<file path="src/rtl/ram_prog_loader.sv">
// Program RAM loader: streams a byte image into RAM from address 0, then reads
// it back and flags a mismatch between the write-side and read-side checksums.
module ram_prog_loader #(
  parameter int AW     = 6,
  parameter int DW     = 8,
  parameter int RD_LAT = 1
) (
  input  logic          i_clk,
  input  logic          i_rst,
  input  logic          i_start,
  input  logic [AW-1:0] i_len,
  input  logic          i_s_valid,
  input  logic [DW-1:0] i_s_data,
  output logic          o_s_ready,
  output logic          o_ram_iwr,
  output logic          o_ram_edtb,
  output logic [AW-1:0] o_ram_addr,
  output logic [DW-1:0] o_ram_din,
  input  logic [DW-1:0] i_ram_dout,
  output logic          o_cpu_hold,
  output logic          o_busy,
  output logic          o_done,
  output logic          o_err,
  output logic [DW-1:0] o_checksum
);

  typedef enum logic [1:0] {S_IDLE, S_WRITE, S_READ, S_DONE} state_t;

  state_t        r_state;
  state_t        w_state_nxt;
  logic [AW:0]   r_n;
  logic [AW:0]   r_cnt;
  logic [AW:0]   r_iss;
  logic [AW:0]   r_smp;
  logic [RD_LAT:0] r_pipe;
  logic [DW-1:0] r_wr_sum;
  logic [DW-1:0] r_rd_sum;
  logic          r_iwr;
  logic          r_edtb;
  logic [AW-1:0] r_addr;
  logic [DW-1:0] r_din;
  logic          r_err;
  logic          w_start_ok;
  logic          w_s_ready;
  logic          w_hs;
  logic          w_issue;
  logic          w_sample;

  always_ff @(posedge i_clk) begin
    if (i_rst) r_state <= S_IDLE;
    else       r_state <= w_state_nxt;
  end

  always_comb begin
    w_state_nxt = r_state;
    w_start_ok  = 1'b0;
    w_s_ready   = 1'b0;
    w_hs        = 1'b0;
    w_issue     = 1'b0;
    w_sample    = r_pipe[RD_LAT];
    case (r_state)
      S_IDLE, S_DONE: begin
        w_start_ok = i_start;
        if (i_start) w_state_nxt = S_WRITE;
      end
      S_WRITE: begin
        w_s_ready = (r_cnt < r_n);
        w_hs      = w_s_ready & i_s_valid;
        if (r_cnt == r_n) w_state_nxt = S_READ;
      end
      S_READ: begin
        w_issue = (r_iss < r_n);
        if (r_smp == r_n) w_state_nxt = S_DONE;
      end
      default: w_state_nxt = S_IDLE;
    endcase
  end

  always_ff @(posedge i_clk) begin
    if (i_rst) begin
      r_n      <= '0;
      r_cnt    <= '0;
      r_iss    <= '0;
      r_smp    <= '0;
      r_pipe   <= '0;
      r_wr_sum <= '0;
      r_rd_sum <= '0;
      r_iwr    <= 1'b0;
      r_edtb   <= 1'b0;
      r_addr   <= '0;
      r_din    <= '0;
      r_err    <= 1'b0;
    end else begin
      r_iwr <= w_hs;
      if (w_start_ok) begin
        // len of 0 encodes a full 2^AW image, hence the AW+1 bit counters
        r_n      <= (i_len == '0) ? {1'b1, {AW{1'b0}}} : {1'b0, i_len};
        r_cnt    <= '0;
        r_iss    <= '0;
        r_smp    <= '0;
        r_pipe   <= '0;
        r_wr_sum <= '0;
        r_rd_sum <= '0;
        r_err    <= 1'b0;
      end
      if (w_hs) begin
        r_addr   <= r_cnt[AW-1:0];
        r_din    <= i_s_data;
        r_wr_sum <= r_wr_sum + i_s_data;
        r_cnt    <= r_cnt + 1'b1;
      end
      if (r_state == S_WRITE && r_cnt == r_n) begin
        r_edtb <= 1'b1;
        r_addr <= '0;
        r_iss  <= {{AW{1'b0}}, 1'b1};
        r_pipe <= {{RD_LAT{1'b0}}, 1'b1};
      end
      if (r_state == S_READ) begin
        // r_pipe tags each presented address until its data is on i_ram_dout
        r_pipe <= {r_pipe[RD_LAT-1:0], w_issue};
        if (w_issue) begin
          r_addr <= r_iss[AW-1:0];
          r_iss  <= r_iss + 1'b1;
        end
        if (w_sample) begin
          r_rd_sum <= r_rd_sum + i_ram_dout;
          r_smp    <= r_smp + 1'b1;
        end
        if (r_smp == r_n) begin
          r_edtb <= 1'b0;
          r_err  <= (r_rd_sum != r_wr_sum);
        end
      end
    end
  end

  assign o_s_ready  = w_s_ready;
  assign o_ram_iwr  = r_iwr;
  assign o_ram_edtb = r_edtb;
  assign o_ram_addr = r_addr;
  assign o_ram_din  = r_din;
  assign o_busy     = (r_state == S_WRITE) || (r_state == S_READ);
  assign o_cpu_hold = o_busy;
  assign o_done     = (r_state == S_DONE);
  assign o_err      = r_err;
  assign o_checksum = r_wr_sum;

endmodule

</file>
<file path="config.mk">
export PLATFORM = sky130hd
export DESIGN_NAME = ram_prog_loader
export DESIGN_NICKNAME = d
export VERILOG_FILES = /design/src/rtl/ram_prog_loader.sv
export SDC_FILE = /design/constraint.sdc
export NUM_CORES = 1
export LEC_CHECK = 0
export BUFFER_PORTS_ARGS = -buffer_cell sky130_fd_sc_hd__buf_2
export CORE_AREA = 2 2 88 90
export DETAILED_ROUTE_END_ITERATION = 6
export DIE_AREA = 0 0 90 92
export PLACE_DENSITY_LB_ADDON = 0.3
export SLEW_MARGIN = 20
export SYNTH_ARGS = -nofsm -noshare
export SYNTH_HDL_FRONTEND = slang
export SYNTH_SLANG_ARGS = --single-unit
</file>
<file path="constraint.sdc">
create_clock -name i_clk -period 2.5 [get_ports i_clk]
set_input_delay 0.375 -clock i_clk [delete_from_list [all_inputs] [get_ports i_clk]]
set_output_delay 0.375 -clock i_clk [all_outputs]
set_load 0.02 [all_outputs]
</file>
; ---- Word level (Yosys, flattened, before mapping)
; Cells that the tools add are included.
[totals]
regBits = 65
inputBits = 26
wordCells = 74
[classes]
n_addsub = 5
magnitude_cmp = 2
n_eq_ne = 9
muxes = 36
n_bitwise = 1
n_reduce_logical = 8
[ops]
columns = cell, count
row1 = $mux 7, 10
row2 = $mux 8, 5
row3 = $mux 6, 4
row4 = $add 7x1->7 const B, 3
row5 = $add 8x8->8, 2
row6 = $eq 7x7->1, 2
row7 = $lt 7x7->1, 2
row8 = $mux 2, 6
row9 = $mux 1, 10
row10 = $ne 8x8->1, 1
row11 = $logic_not 6->1, 1
row12 = $pmux 2 s3, 1
row13 = $eq 2x2->1 const B, 2
row14 = $ne 2x1->1 const B, 2
row15 = $reduce_and 3->1, 1
row16 = $reduce_bool 3->1, 1
row17 = $eq 2x1->1 const B, 1
row18 = $logic_not 2->1, 1
row19 = $ne 2x2->1 const B, 1
row20 = $reduce_bool 2->1, 1
row21 = $reduce_or 2->1, 1
row22 = $and 1x1->1, 1
row23 = $logic_and 1x1->1, 1
row24 = $logic_or 1x1->1, 1

; ---- Depth between registers and ports, before layout
[depth]
depth_word = 7
mapped_depth = 10
ltp_nobuf = 9

; ---- Worst setup path after synthesis
; OpenSTA, ideal clock, no wires.
[synth_path]
path_type = reg2reg
startpoint = register r_n[5]
endpoint = register r_wr_sum[6] (netlist: o_checksum[6])
setup_time_ps = 122
arrival_time_ps = 2291
required_ps = 2378
setup_slack_ps = 88
path_stages_with_launch = 9
synth_period_minus_slack_ps = 2412
path_cell_list = dfxtp_1 inv_1 ha_1 a21o_1 a211o_1 or4_1 buf_2 buf_4 a221o_1
[synth_between]
elab_chain_len = 4
[synth_rtl]
columns = element, line
row1 = start: declaration, 31  ; logic [AW:0] r_n;
row2 = start signal: assignment, 97  ; r_n <= (i_len == '0) ? {1'b1, {AW{1'b0}}} : {1'b0, i_len};
row3 = $lt 7x7->1 (*), 67  ; w_s_ready = (r_cnt < r_n);
row4 = $and 1x1->1 (*), 68  ; w_hs = w_s_ready & i_s_valid;
row5 = $mux 1 (*), 61  ; case (r_state)
row6 = $mux 8 / $reduce_bool 2->1 (equally long branches), -
row7 = end signal: assignment, 109  ; r_wr_sum <= r_wr_sum + i_s_data;
row8 = end: declaration, 36  ; logic [DW-1:0] r_wr_sum;
; Mark *: on every way between the ends. The rest lies on a longest branch, timed or not.
; A chain may end at the register's enable or synchronous reset.

; ---- Final worst setup path
[layout_path]
startpoint = register r_n[5]
endpoint = output o_s_ready
[layout_between]
elab_chain_len = 2
[layout_rtl]
columns = element, line
row1 = $lt 7x7->1, 67
row2 = $mux 1, 61
row3 = end: declaration, 14  ; output logic o_s_ready,
; Every way passes these cells.

==> run metrics <==
dpl ws=between 0.03 and 0.04 ns; H-tree Lvls=3; met2 Use GR=between 30% and 40%; worst-path fanout max=3; Period minus WS final=2.389 ns; final setup skew=0.009271 ns; cell taking the most area after synthesis=dfxtp_1; die width=approximately 90 um; power density cells=between 700 and 800 nW/um^2; met3 Resource Use GR=under 10%; CP required=~2.1 ns; power share of the combinational group=33.0%; Worst path depth=7; Setup TNS=0 ns; clock network power share=between 20% and 30%; Residual DRC=0; Slowest cell on crit path=dfxtp_1; Initial DRC Count=around 160; share of cells above drive strength 1=between 15 and 20%; initial antenna violation count=0; antenna-violating nets left=0; vias in the first global route=about 3200; Worst path most repeated cell=buf_4; antenna cells=0; largest net degree at the start of global routing=32; VDD IR max=between 0.7 and 0.8 mV; Yosys warnings=0; CTS sink cnt=between 60 and 70; hold_sp=i_s_data[4]; CTS tree=built; internal power=2.014 mW; cts hold-fix bufs=0; Cells after Synth=between 400 and 500; Final period util=between 90% and 100%; syn_nets=524; Crit Path Class=flip-flop to primary output; DR WL/cell=between 10 and 15 um; Hold Crit Class=primary input to flip-flop; Worst Tran Pin Value=roughly 0.62 ns; unrepaired setup endpoints after global routing=false; Mapped Area=3736 sq um; predominant post-synthesis flop cell=dfxtp_1; sequential element share of the synthesized area=a little over a third; I/O pin count=55; net switching fraction of the power=between 30% and 40%; Buf+Inv Stages, Crit Path=3; Via Count=3452; ys async rst share=0%; Die ar.=about 8300 sq um; share of the synthesized area in the top cell type=about a third; Hold Path Depth=3; setup ws final=approximately 0.11 ns; Syn Area/Cell=8.087 sq um; register share of total power=between 30% and 40%; delay-heaviest family, CP=compound AO/OA/AOI/OAI gates; clock transition at the registers of the reported paths=roughly 0.070 ns; first-pass GRT wire length=15010 um; worst-skew pair later-pin latency=roughly 0.34 ns; non-filler cells, final=about 630; Clock Tree Root=clkbuf_8; FP Rows=32; GR Layer Usage met1=29.34%; Pins Over Slew Limit=0; IO buf count=between 50 and 60; Post-synth EDFFs=0; Hold Violations, Final=0; grt total ovfl=0; final wirelength=approximately 9000 um; FF-to-FF End=r_cnt[2]$_SDFFE_PP0P_; max_cap viols=0; CTS Buf Count=9; height of the die=92 um; Relative slew margins=between 50 and 60%; Core Region=7447 sq um; Total GRT Usage=between 20% and 30%; dpl cells=between 600 and 700; setup slack, reg-to-reg=0.15 ns; clock tree buffer depth=2; busiest layer in global routing=met2; worst r2r src=r_n[5]$_SDFFE_PP0P_; DR pass1 iterations=4; outcome=finished clean; final net count=around 580; worst endpoint data arrival time=around 2 ns; NetSw=between 1 and 1.5 mW; crit-path max cell delay=0.35 ns; Via density=around 5.5; P_leak=1.960 nW; Setup-failing EPs final=0; Initial Util=50.17%; Cell Chain, Critical Path=inv_1, ha_4, a21o_1, a211o_1, buf_4, nor3_2, buf_4; Final GP Congestion=just under 0.9; HPWL after DPL=around 6700 um; Layout area overhead=17.98%; CP startpoint kind=flip-flop; Distinct cells, synth=between 40 and 50; post-synthesis register bit count=between 60 and 70; Register-to-Register Path Depth=9; Crit. End Element=primary output; Fmax=around 0.42 GHz; top cells by area, synth=dfxtp_1 35%, ha_1 11%, a21oi_1 6.2%, nand2_1 4.8%, nor2_1 4.4%; destination of the worst hold path=o_ram_din[4]$_SDFFE_PP0P_
[synth_stat cells, types with 2 or more instances]
library cell / number
xnor2_1: 11
buf_1: 3
o2bb2ai_1: 6
a211o_1: 2
fa_1: 2
o211ai_1: 2
nand3b_1: 7
a211oi_1: 2
ha_1: 34
nand3_1: 28
nand4_1: 6
mux2i_1: 5
o21a_1: 4
buf_2: 3
nor3_1: 7
clkbuf_1: 15
nor2_1: 44
dfxtp_1: 65
buf_4: 2
a2111oi_0: 2
a21o_1: 9
a21oi_1: 46
nand2b_1: 4
a22oi_1: 6
o21ai_0: 15
nand2_1: 48
inv_1: 23
xor2_1: 12
or4_1: 2
a31oi_1: 11
nor4_1: 5
or2_2: 2
and3_1: 8
or3_1: 10
[layer usage]
layer	routed length, um	vias up	share of wire (%)
met4	93	0	1.0
met5	0	-	0
met1	4220	1618	47
met3	387	11	4.3
li1	-	1754	-
met2	4300	69	48
[state kept, by name, summed over array words and instances (netlist names)]
register and flops:
o_checksum 8, o_ram_din 8, r_rd_sum 8, r_cnt 7, r_iss 7, r_n 7
r_smp 7, o_ram_addr 6, r_pipe 2, r_state 2, o_err 1, o_ram_edtb 1
o_ram_iwr 1
[cell families (layout without fill, tap and decap cells)]
group	count (synthesis)	count (layout)	synth area share (%)
compound gates	111	111	18.45
simple gates	176	176	22.61
buf+inv	46	109	4.923
mux	5	5	1.340
xor+xnor	23	23	5.392
fa+ha+maj	36	36	12.46
flops	65	65	34.83
[worst register-to-register path: stages (launching register included)]
cell and delay [ns]:
dfxtp_1 0.35, inv_1 0.09, ha_4 0.25, a21o_1 0.17
a211o_1 0.31, or4_4 0.56, buf_4 0.22, nor2_1 0.09
o21ai_0 0.08, a21oi_1 0.16
[metrics by stage]
| step | utilization [%] | power, mW | hold slack (ns) | cell area (sq um) |
|---|---|---|---|---|
| floorplan | - | 1.937 | 0.4326 | 3736 |
| global placement | 56.17 | 2.215 | 0.4383 | 4183 |
| detailed placement | 56.17 | 2.244 | 0.4430 | 4183 |
| CTS | 58.79 | 3.145 | 0.2848 | 4378 |
| global route | 59.19 | 3.334 | 0.2960 | 4408 |
| finish | 59.19 | 3.147 | 0.2897 | 4408 |
[layout make-up]
cell class	instances	area, sq um
fillers	702	3039
multi-input cells	351	2285
flip-flops and latches	65	1301
repair buffers	71	412.9
clock buffers	12	155.1
well taps	102	127.6
inverters	23	86.33
clock inverters	3	40.04
[worst max-delay path by stage]
stage | from | endpoint | slack (ns)
finish | r_n[5]$_SDFFE_PP0P_ | o_s_ready | 0.11
global route | r_n[5]$_SDFFE_PP0P_ | o_s_ready | 0.05
CTS | r_n[5]$_SDFFE_PP0P_ | o_s_ready | 0.004
detailed placement | r_n[5]$_SDFFE_PP0P_ | r_cnt[4]$_SDFFE_PP0P_ | 0.04
global placement | r_n[5]$_SDFFE_PP0P_ | o_checksum[6]$_SDFFE_PP0P_ | 0.09
floorplan | r_n[5]$_SDFFE_PP0P_ | o_checksum[6]$_SDFFE_PP0P_ | 0.09
[what timing repair did]
action                                  in CTS  in global routing
endpoints found under the setup margin       0                 18
resized for setup                            0                  5
setup buffers                                0                  0
[power by group through the flow]
stage	Clock [mW]	Combinational [mW]	Sequential (mW)
floorplan	0	0.685	1.25
global placement	0	0.986	1.23
detailed placement	0	1.01	1.24
CTS	0.912	1.02	1.21
global route	0.947	1.16	1.22
finish	0.894	1.04	1.21
[placed cells by master, fill, tap and decap left out, types with 12 or more instances in the layout]
cell,count
buf_2,53
a21oi_1,46
nor2_1,44
ha_1,33
dfxtp_1,65
inv_1,23
nand2_1,48
o21ai_0,15
nand3_1,28
buf_4,17
xor2_1,12
Power figures use the tool's default switching activity.
